`config.mk`:
```
export PLATFORM = sky130hd
export DESIGN_NAME = apb_slave_mem
export DESIGN_NICKNAME = d
export VERILOG_FILES = /design/src/rtl/apb_slave_mem.sv
export SDC_FILE = /design/constraint.sdc
export NUM_CORES = 2
export LEC_CHECK = 0
export BUFFER_PORTS_ARGS = -buffer_cell sky130_fd_sc_hd__buf_2
export CORE_UTILIZATION = 50
export CTS_CLUSTER_DIAMETER = 80
export DETAILED_ROUTE_END_ITERATION = 12
export GPL_ROUTABILITY_DRIVEN = 0
export PLACE_DENSITY = 0.74
export SYNTH_ARGS = -nofsm -noshare
export SYNTH_HDL_FRONTEND = slang
export SYNTH_SLANG_ARGS = --single-unit
```
`constraint.sdc`:
```
create_clock -name PCLK -period 3.1 [get_ports PCLK]
set_input_delay 0.155 -clock PCLK [delete_from_list [all_inputs] [get_ports PCLK]]
set_output_delay 0.155 -clock PCLK [all_outputs]
set_load 0.02 [all_outputs]
```
`src/rtl/apb_slave_mem.sv`:
```
// APB completer: byte-strobed word register file, WAIT_CYCLES wait states.
// Ports: PCLK/PRESETn, APB requester inputs, PREADY/PRDATA/PSLVERR out.
// APB_SLV_PSLVERR_EN: when defined, out-of-range PADDR gives PSLVERR;
// otherwise addresses alias modulo DEPTH.
module apb_slave_mem #(
  parameter int ADDWIDTH    = 8,
  parameter int DATAWIDTH   = 32,
  parameter int DEPTH       = 64,
  parameter int WAIT_CYCLES = 2
) (
  input  logic                   PCLK,
  input  logic                   PRESETn,
  input  logic                   PSEL,
  input  logic                   PENABLE,
  input  logic                   PWRITE,
  input  logic [ADDWIDTH-1:0]    PADDR,
  input  logic [DATAWIDTH-1:0]   PWDATA,
  input  logic [DATAWIDTH/8-1:0] PSTRB,
  output logic                   PREADY,
  output logic [DATAWIDTH-1:0]   PRDATA,
  output logic                   PSLVERR
);

  localparam int IW = (DEPTH > 1) ? $clog2(DEPTH) : 1;
  localparam int NB = DATAWIDTH / 8;

  typedef enum logic {
    S_IDLE,
    S_ACCESS
  } state_t;

  state_t state, state_nx;
  logic [7:0] cnt, cnt_nx;
  logic [DATAWIDTH-1:0] mem [DEPTH];
  logic [DATAWIDTH-1:0] prdata_q;
  logic [IW-1:0] idx;
  logic addr_ok;
  logic setup;
  logic rd_load;
  logic wr_en;

  assign idx = PADDR[IW-1:0];

`ifdef APB_SLV_PSLVERR_EN
  // DEPTH is a power of two: in range iff no bits above idx
  assign addr_ok = ((PADDR >> IW) == '0);
`else
  logic unused_hi;
  assign unused_hi = ^(PADDR >> IW);
  assign addr_ok   = 1'b1;
`endif

  assign setup   = (state == S_IDLE) && PSEL && !PENABLE;
  assign PREADY  = (state == S_ACCESS) && PSEL && PENABLE
                   && (cnt == 8'd0);
  assign rd_load = setup && !PWRITE;
  assign wr_en   = PREADY && PWRITE && addr_ok;

`ifdef APB_SLV_PSLVERR_EN
  assign PSLVERR = PREADY && !addr_ok;
`else
  assign PSLVERR = 1'b0;
`endif

  assign PRDATA = prdata_q;

  always_comb begin
    state_nx = state;
    cnt_nx   = cnt;
    unique case (state)
      S_IDLE: begin
        if (PSEL && !PENABLE) begin
          state_nx = S_ACCESS;
          cnt_nx   = 8'(WAIT_CYCLES);
        end
      end
      S_ACCESS: begin
        if (!PSEL) begin
          state_nx = S_IDLE;
          cnt_nx   = 8'd0;
        end else if (PENABLE) begin
          if (cnt == 8'd0) state_nx = S_IDLE;
          else             cnt_nx   = cnt - 8'd1;
        end
      end
    endcase
  end

  always_ff @(posedge PCLK or negedge PRESETn) begin
    if (!PRESETn) begin
      state    <= S_IDLE;
      cnt      <= 8'd0;
      prdata_q <= '0;
    end else begin
      state <= state_nx;
      cnt   <= cnt_nx;
      if (rd_load)
        prdata_q <= addr_ok ? mem[idx] : '0;
    end
  end

  always_ff @(posedge PCLK or negedge PRESETn) begin
    if (!PRESETn) begin
      for (int w = 0; w < DEPTH; w++)
        mem[w] <= '0;
    end else if (wr_en) begin
      for (int b = 0; b < NB; b++)
        if (PSTRB[b])
          mem[idx][8*b +: 8] <= PWDATA[8*b +: 8];
    end
  end

endmodule

```
==> impl_metrics.toml <==
[final_layout]
drive_above_1_share = 0.451
design_area_um2 = 111000
layout.nets = 7072
area_delta_synth_final_pct = 14.7

[drt]
postRouteAntennaNets = 0
vias = 64000
wl_met1_um = 120000
viasPerCell = 6.59
wl_met2_um = 138000
top_layer_used = "met5"
drt_wl_total_um = 310000
drt-pass1-iter-count = 6
wl_met3_um = 31100
dr.first_iter.drc_count = 6750
routedWlPerCell_um = 31.9
drc = 0

[critical_path]
cp-start-kind = "register"
max_stage_delay_ns = 0.56
worstSetupPathType = "register to register"
crit_path_frequent_cell = "buf_12"
worst_path_max_delay_cell = "or4_4"
reg2reg_to = "mem[1433]"
worstPathCellList = "or4_4 > or4b_4 > nor3_4 > buf_12 > and2_4 > buf_12 > buf_4 > nand2_2 > mux2_2"
cp_max_fo = 14
arrival_ns = 3.85
cp-end-kind = "register"
critPathRequiredTime_ns = 3.85
rrSetupSlack_ns = 0.001
reg2reg_depth = 9
r2r-start = "cnt[4]"

[synthesis]
synth_nets = 6783
synth_top_cell_by_area = "dfrtp_1"
synth-seq-cells = 2089
synth-edff-count = 0
syn_area_um2 = 96600
synth_area_leaders = "dfrtp_1 (54%), mux2_2 (21%), mux4_2 (4.6%), mux2_1 (4.2%), mux2i_1 (2.2%)"
synth.yosys.seq_area_share = 0.541
postSynth.asyncResetShare = 1.00
yosys_warnings = 0
synth_cells = 6733
synth_top_area_share = 0.541
synth_cell_types = 76
synthFlopType = "dfrtp_1"
avgSynthCellArea_um2 = 14.4

[die]
dieArea_um2 = 195000
initial_core_util = 0.506
dieWidth_um = 442
die_h_um = 442
coreArea_um2 = 191000
boundaryPins = 83
row_count = 160

[placed_design]
postPlaceCellArea_um2 = 103000
io_buffers = 79
dp_hpwl_um = 210000

[global_routing]
grt_first_pass_wirelength_um = 456000
grt_max_degree = 190
grt_pass1_vias = 65700
grtUsageTotal = 0.317
overflow = 0
antenna_found_initial = 13

[timing]
fin_crit_sh = 1.00
finalHoldViolations = 0
max-slew-margin-rel = 0.125
min_period_ns = 3.10
worstMarginPinSlew_ns = 1.31
fmax_mhz = 323
slew_viol_final = 0
setup_tns_ns = 0
setup_viol = 0
rsz0062_at_grt = "true"
clock_skew_ns = 0.0381

[clock_network]
cts_max_level = 4
clock_latency_ns = 0.88
path_clk_slew_ns = 0.06
cts_tree = "built"
cts_buffer_depth = 3
cts_buffers = 213
clock-root-buffer = "clkbuf_16"
clock-sinks = 2089

[hold_path]
hold_path.class = "input port to register"
hold_start = "PWDATA[11]"
hold_end = "mem[1547]"
holdPathStages = 2

[pwr]
ir_drop_mv = 0.611
p_leak_nw = 56.5
power_density_nw_per_um2 = 530

[job]
maxCapViolCount = 0

[run_status]
status = "finished, final reports clean"
-- worst max path at each step --
stage | start | to | slack, ns | depth (start not counted)
finish | cnt[4] | mem[1433] | 0.001 | 9
global route | cnt[4] | mem[1532] | -0.04 | 9
CTS | cnt[4] | mem[1433] | 0.02 | 9
detailed placement | cnt[4] | mem[1404] | -0.09 | 9
global placement | cnt[4] | mem[1404] | -0.04 | 9
floorplan | cnt[4] | mem[1968] | 0.27 | 9
-- final cells by class --
type / count / area (um^2)
tap: 2511 / 3140
clock inverter: 74 / 1120
clock buffer: 319 / 6180
sequential: 2089 / 52300
inverter: 8 / 37.5
timing repair buffer: 611 / 5770
antenna: 5 / 12.5
multi-input combinational: 4099 / 42300
fill: 14700 / 80200
-- placed cells by master (no fill, tap or decap), types with 103 or more instances in the layout --
cell | synthesis | final
a221oi_1 | 185 | 185
a22oi_1 | 125 | 125
buf_12 | 4 | 103
buf_4 | 6 | 410
clkbuf_16 | 0 | 214
dfrtp_1 | 2089 | 2089
mux2_1 | 360 | 359
mux2_2 | 1809 | 1809
mux2i_1 | 215 | 215
mux4_2 | 197 | 197
nand2_1 | 105 | 105
nand2_4 | 117 | 139
nor2_1 | 177 | 164
o21ai_0 | 104 | 104
-- report_power, final --
part / switching, mW / total, mW / internal (mW) / leakage (nW)
Sequential: 0.302 / 27.8 / 27.5 / 29.1
Combinational: 2.92 / 4.09 / 1.17 / 23.8
Clock: 11.3 / 26.8 / 15.5 / 3.57
-- metal layers --
metal  GRT usage  vias to the layer above
met5     0.00269                        -
met4       0.176                        6
met3      0.0830                      878
met2       0.477                     3324
met1       0.419                    34000
li1            -                    25800
-- flip-flops by register name, summed over array words and instances (netlist names) --
name,flops
cnt,8
PRDATA,32
state,1
mem,2048
-- Yosys cell counts, types with 11 or more instances --
| library cell | instances |
|---|---|
| a211oi_1 | 13 |
| a21oi_1 | 101 |
| a221o_1 | 30 |
| a221oi_1 | 185 |
| a22o_1 | 38 |
| a22oi_1 | 125 |
| a31oi_1 | 31 |
| buf_1 | 103 |
| buf_2 | 44 |
| buf_6 | 23 |
| clkbuf_1 | 356 |
| dfrtp_1 | 2089 |
| mux2_1 | 360 |
| mux2_2 | 1809 |
| mux2_4 | 25 |
| mux2i_1 | 215 |
| mux4_2 | 197 |
| nand2_1 | 105 |
| nand2_2 | 91 |
| nand2_4 | 117 |
| nand2_8 | 33 |
| nand3_1 | 42 |
| nor2_1 | 177 |
| nor3_1 | 11 |
| o21ai_0 | 104 |
| o221ai_1 | 17 |
| o22a_1 | 18 |
| o22ai_1 | 90 |
| o32a_1 | 19 |
-- metrics by stage --
step                hold WS (ns)  cells  setup WS [ns]  utilization  power [mW]
global placement          0.0747   9297        -0.0398        0.540        32.2
finish                    0.0336   9716        0.00122        0.580        58.7
CTS                      0.00546   9710         0.0177        0.580        58.8
global route              0.0220   9712        -0.0428        0.580        60.2
floorplan                 -0.141   6733          0.265            -        30.0
detailed placement        0.0706   9297        -0.0854        0.540        32.3
-- logic make-up (layout without fill, tap and decap cells) --
group                    count (synthesis)  count (layout)  share of synthesized area
buffers and inverters                  545            1012                     0.0246
XOR/XNOR                                 6               6                   0.000544
AND/OR/NAND/NOR                        647             647                     0.0453
multiplexers                          2606            2606                      0.325
flip-flops                            2089            2089                      0.541
other                                    1               6                  0.0000388
adder cells (fa/ha/maj)                  1               1                   0.000129
AO/OA/AOI/OAI                          838             838                     0.0636
-- what timing repair did --
item / in CTS / in global routing
pin swaps: 2 / 0
setup endpoints to repair: 752 / 77
hold endpoints to repair: 1937 / 0
gates resized for setup: 14 / 19
hold buffers: 16 / 0
buffers inserted: 4 / 1
-- critical path: cells and delay by family (launching register included) --
kind | cells | cell delay [ns]
buffers and inverters | 3 | 0.54
flip-flops | 1 | 0.40
AND/OR/NAND/NOR | 5 | 1.67
multiplexers | 1 | 0.34
No activity file was read; power rests on OpenSTA's default activity.
